<file path="config.mk">
export PLATFORM = sky130hd
export DESIGN_NAME = sseg_mux_n
export DESIGN_NICKNAME = d
export VERILOG_FILES = /design/src/rtl/sseg_mux_n.sv
export SDC_FILE = /design/constraint.sdc
export NUM_CORES = 1
export LEC_CHECK = 0
export ABC_CLOCK_PERIOD_IN_PS = 3100
export BUFFER_PORTS_ARGS = -buffer_cell sky130_fd_sc_hd__buf_2
export CORE_UTILIZATION = 45
export CTS_BUF_LIST = sky130_fd_sc_hd__clkbuf_8
export DETAILED_ROUTE_END_ITERATION = 10
export SLEW_MARGIN = 15
export SYNTH_ARGS = -nofsm -noshare
export SYNTH_HDL_FRONTEND = slang
export SYNTH_SLANG_ARGS = --single-unit
</file>
<file path="constraint.sdc">
create_clock -name clk -period 3.1 [get_ports clk]
set_clock_uncertainty 0.1 [all_clocks]
set_input_delay 0.155 -clock clk [delete_from_list [all_inputs] [get_ports clk]]
set_output_delay 0.155 -clock clk [all_outputs]
set_load 0.02 [all_outputs]
</file>
<file path="src/rtl/sseg_mux_n.sv">
// sseg_mux_n: self-refreshing N-digit seven-segment controller with hex or
// sequential shift-add-3 signed decimal, leading-zero blanking and overflow.
module sseg_mux_n #(
    parameter int DIGITS      = 4,
    parameter int DATA_W      = 16,
    parameter int REFRESH_DIV = 100000,
    parameter int BLANK_LZ    = 1
) (
    input  logic              clk,
    input  logic              reset,
    input  logic [DATA_W-1:0] data,
    input  logic              hex_dec,
    input  logic              sign,
    input  logic [DIGITS-1:0] dp_in,
    input  logic              upd,
    output logic              busy,
    output logic              ovf,
    output logic [6:0]        seg,
    output logic              dp,
    output logic [DIGITS-1:0] an
);
    localparam int BCD_MIN = DATA_W * 30103 / 100000 + 1;
    localparam int BCD_N   = BCD_MIN > DIGITS ? BCD_MIN : DIGITS;
    localparam int RW      = $clog2(REFRESH_DIV);
    localparam int IW      = $clog2(DIGITS);
    localparam int CW      = $clog2(DATA_W + 1);
    localparam logic [4:0] BLANK = 5'd16;
    localparam logic [4:0] MINUS = 5'd17;

    logic [RW-1:0]               rcnt;
    logic [IW-1:0]               idx;
    logic [DIGITS-1:0][4:0]      disp, hex_disp, dec_disp;
    logic [DIGITS-1:0]           dp_r;
    logic [BCD_N-1:0][3:0]       bcd, adj;
    logic [DATA_W-1:0]           mag, mag_in;
    logic [CW-1:0]               cnt;
    logic                        neg_r, ovf_n;
    logic [4*DIGITS-1:0]         hx;
    int                          msd;

    function automatic logic [6:0] glyph(input logic [4:0] c);
        case (c)
            5'd0:    glyph = 7'b1000000;
            5'd1:    glyph = 7'b1111001;
            5'd2:    glyph = 7'b0100100;
            5'd3:    glyph = 7'b0110000;
            5'd4:    glyph = 7'b0011001;
            5'd5:    glyph = 7'b0010010;
            5'd6:    glyph = 7'b0000010;
            5'd7:    glyph = 7'b1111000;
            5'd8:    glyph = 7'b0000000;
            5'd9:    glyph = 7'b0010000;
            5'd10:   glyph = 7'b0001000;
            5'd11:   glyph = 7'b0000011;
            5'd12:   glyph = 7'b1000110;
            5'd13:   glyph = 7'b0100001;
            5'd14:   glyph = 7'b0000110;
            5'd15:   glyph = 7'b0001110;
            5'd17:   glyph = 7'b0111111;
            default: glyph = 7'b1111111;
        endcase
    endfunction

    // magnitude fits DATA_W bits unsigned even for the most negative input
    always_comb mag_in = (sign & data[DATA_W-1]) ? ~data + DATA_W'(1) : data;

    always_comb begin
        for (int i = 0; i < BCD_N; i++)
            adj[i] = bcd[i] > 4'd4 ? bcd[i] + 4'd3 : bcd[i];
    end

    always_comb begin
        hx    = (4*DIGITS)'(data);
        msd   = 0;
        ovf_n = 1'b0;
        for (int i = 0; i < BCD_N; i++) begin
            if (|bcd[i]) begin
                msd = i;
                if (i >= DIGITS - int'(neg_r)) ovf_n = 1'b1;
            end
        end
        for (int i = 0; i < DIGITS; i++) begin
            hex_disp[i] = {1'b0, hx[4*i +: 4]};
            dec_disp[i] = (ovf_n || (neg_r && i == DIGITS - 1)) ? MINUS :
                          (BLANK_LZ != 0 && i > msd) ? BLANK : {1'b0, bcd[i]};
        end
    end

    assign seg = glyph(disp[idx]);
    assign dp  = ~dp_r[idx];
    assign an  = ~(DIGITS'(1) << idx);

    always_ff @(posedge clk or posedge reset) begin
        if (reset) begin
            rcnt  <= '0;
            idx   <= '0;
            disp  <= '0;
            dp_r  <= '0;
            busy  <= 1'b0;
            ovf   <= 1'b0;
            bcd   <= '0;
            mag   <= '0;
            cnt   <= '0;
            neg_r <= 1'b0;
        end else begin
            rcnt <= rcnt == RW'(REFRESH_DIV - 1) ? '0 : rcnt + RW'(1);
            if (rcnt == RW'(REFRESH_DIV - 1))
                idx <= idx == IW'(DIGITS - 1) ? '0 : idx + IW'(1);
            if (busy) begin
                if (cnt == CW'(DATA_W)) begin
                    disp <= dec_disp;
                    ovf  <= ovf_n;
                    busy <= 1'b0;
                end else begin
                    bcd <= (4*BCD_N)'({adj, mag[DATA_W-1]});
                    mag <= mag << 1;
                    cnt <= cnt + CW'(1);
                end
            end else if (upd) begin
                dp_r <= dp_in;
                if (hex_dec) begin
                    disp <= hex_disp;
                    ovf  <= 1'b0;
                end else begin
                    mag   <= mag_in;
                    neg_r <= sign & data[DATA_W-1];
                    bcd   <= '0;
                    cnt   <= '0;
                    busy  <= 1'b1;
                end
            end
        end
    end
endmodule
</file>
==> metrics.yaml <==
run_status:
  status: "finished, final reports clean"
placed_design:
  hpwl_um: 8390
  port_buffers: 38
  placed_area_um2: 5320
  dp_cells: 685
  place_congestion: 0.810
sta:
  slew_viol_final: 0
  worstMarginPinSlew_ns: 0.907
  setup-tns-final_ns: 0
  fmax_mhz: 346
  setup_viol: 0
  period_share_pct: 93.3
  fin_crit_ns: 2.89
  rsz0062_at_grt: "false"
  hold_violations: 0
  hold_ws_ns: 0.0304
  relSlewSlack_pct: 39.5
synth:
  yosys_warnings: 0
  ys_ff_latch: 86
  synth-compound-area-share_pct: 18.3
  seq_area_frac_synth_pct: 43.1
  synthCells: 524
  synth_ff_type: "dfrtp_1"
  synthMuxAreaShare_pct: 6.41
  synth-async-reset-ratio_pct: 100
  synth_xor_area_share_pct: 4.56
  postSynthAreaPerCell_um2: 9.54
  synth_top_family_by_area: "compound AO/OA/AOI/OAI gates"
  synthDistinctLibCells: 67
  syn-num-nets: 569
  synth-edff-count: 0
  synthAdderAreaFrac_pct: 5.01
  syn-cell-area_um2: 5000
  yosys.area_share.simple_pct: 17.2
clock_network:
  cts_sinks: 86
  cts.root.buffer_cell: "clkbuf_8"
  h-tree-depth: 3
  insertion_delay_ns: 0.37
  path_clk_slew_ns: 0.10
  cts_tree: "done"
  numCtsBuffers: 9
  clock_path_buffers: 2
global_routing:
  grt_overflow: 0
  busiest_layer: "met2"
  grt_usage_pct: 21.7
  grt_pass1_wl_um: 19100
  grt_max_degree: 49
  grt_pass1_vias: 3707
  use_met3_pct: 3.03
  antenna_found_initial: 0
  met2_usage_pct: 33.1
  gr-usage-met1_pct: 31.2
job:
  cap_viol_max_count: 0
die:
  initial_core_util_pct: 46.1
  rows: 38
  fp.coreArea_um2: 10800
  die_y_um: 107
  dieArea_um2: 11500
  die_x_um: 107
  pin_count: 39
cells_and_area:
  final_cell_area_um2: 5570
  final_cell_mix: "dfrtp_1, nand2_1, inv_1"
  nNetsFinal: 608
  area.growth.synth_to_final_pct: 11.5
  fill_cells: 1021
  final_common_cell: "dfrtp_1"
  diodes: 0
  fin_cells: 708
  drive_gt1_share_pct: 16.2
hold_path:
  hold_path_startpoint: "data[14]"
  holdPathEnd: "mag[15]$_DFFE_PP0P_"
  whs_path_depth: 3
  hold_path_class: "input port to flop"
worst_setup_path:
  rr_worst_depth: 7
  slowest_stage: "dfrtp_1"
  regToRegSetupSlack_ns: 0.75
  critPathMaxStageDelay_ns: 0.66
  path_cells: "mux4_2 > inv_1 > ha_1 > and4bb_2 > a21oi_1 > a21boi_1 > buf_2"
  r2r_end: "disp[5]$_DFFE_PP0P_"
  crit_path_start: "idx[0]$_DFFE_PP0N_"
  startpoint_type: "flop"
  critPathRequiredTime_ns: 2.84
  worstReg2RegStart: "bcd[16]$_DFFE_PP0P_"
  cp.arrival_ns: 2.64
  crit_path_end_kind: "output port"
  timing_worst_setup_path_type: "flop to output port"
  crit_path_max_fanout: 11
pwr:
  p_leak_nw: 2.38
  worst_ir_drop_vdd_uv: 460
  power_mw: 4.98
  powerDensity_nw_per_um2: 894
detailed_routing:
  drc: 0
  avgRoutedWirePerCell_um: 16.6
  firstDrtPassIters: 4
  num_vias: 4013
  ant_nets: 0
  drt_iter0_markers: 269
  routed_via_density: 5.67
  totalWireLength_um: 11700
-- cell type report --
class	count	area (um^2)	share of cell area (%)
Clock buffer	9	124	2.22
Sequential cell	86	2150	38.6
Clock inverter	7	57.6	1.03
Timing Repair Buffer	54	340	6.11
Tap cell	140	175	3.14
Multi-Input combinational cell	371	2570	46.1
Inverter	41	155	2.78
-- Yosys cell counts, types with 10 or more instances --
| master | number | area share (%) |
|---|---|---|
| o21ai_0 | 35 | 3.5 |
| a21oi_1 | 25 | 2.5 |
| xnor2_1 | 19 | 3.3 |
| a31oi_1 | 12 | 1.5 |
| nand2_1 | 40 | 3.0 |
| o31ai_1 | 12 | 1.8 |
| nor2_1 | 32 | 2.4 |
| dfrtp_1 | 86 | 43 |
| mux2_2 | 12 | 2.7 |
| inv_1 | 41 | 3.1 |
| clkbuf_1 | 12 | 0.90 |
| ha_1 | 20 | 5.0 |
| buf_2 | 10 | 1.0 |
| nor3_1 | 16 | 1.6 |
| nand3_1 | 22 | 2.2 |
| nor2b_1 | 10 | 1.3 |
-- per-layer routing --
| metal | vias to the layer above | part of all wire [%] |
|---|---|---|
| met5 | - | 0 |
| met4 | 0 | 1.7 |
| met2 | 85 | 44 |
| met3 | 13 | 3.4 |
| met1 | 1936 | 51 |
| li1 | 1979 | - |
-- sequential cells by signal (all words and copies together) (netlist names) --
name   count
mag       16
neg_r      1
busy       1
dp_r       4
ovf        1
idx        2
cnt        5
disp      19
rcnt      17
bcd       20
-- worst max-delay path by stage --
stage | end | slack (ns) | cells past startpoint
floorplan | bcd[0]$_DFFE_PP0P_ | 0.62 | 1
global placement | seg[6] | 0.65 | 7
detailed placement | seg[6] | 0.60 | 7
CTS | seg[6] | 0.17 | 7
global route | seg[6] | 0.03 | 7
finish | seg[6] | 0.21 | 7
-- worst max-delay path, delay by kind of cell, from the launching register on --
family                   cells  cell delay (ns)
buffers and inverters        2             0.32
adder cells (fa/ha/maj)      1             0.26
AND/OR/NAND/NOR              1             0.24
multiplexers                 1             0.62
flip-flops                   1             0.66
AO/OA/AOI/OAI                2             0.16
-- cells by family after synthesis --
logic type,Yosys count
AO/OA/AOI/OAI,140
AND/OR/NAND/NOR,162
buffers and inverters,67
adder cells (fa/ha/maj),20
flip-flops,86
multiplexers,23
XOR/XNOR,26
-- repair_timing --
action / 4_1_cts / 5_1_grt
gates resized for setup: 0 / 0
setup buffers: 0 / 0
hold buffers: 7 / 0
endpoints found under the hold margin: 53 / 0
-- report_power, final --
part	switching (mW)	internal [mW]	leakage (nW)
clock network	0.455	0.299	0.0824
logic	1.36	1.01	1.21
registers	0.337	1.53	1.09
-- stage by stage --
| step | util (%) | worst slack [ns] |
|---|---|---|
| after CTS | 51.4 | 0.165 |
| after floorplan | - | 0.623 |
| after global placement | 49.1 | 0.651 |
| after global routing | 51.4 | 0.0282 |
| after detailed placement | 49.1 | 0.599 |
| final | 51.4 | 0.206 |
(Power assumes the default switching activity.)
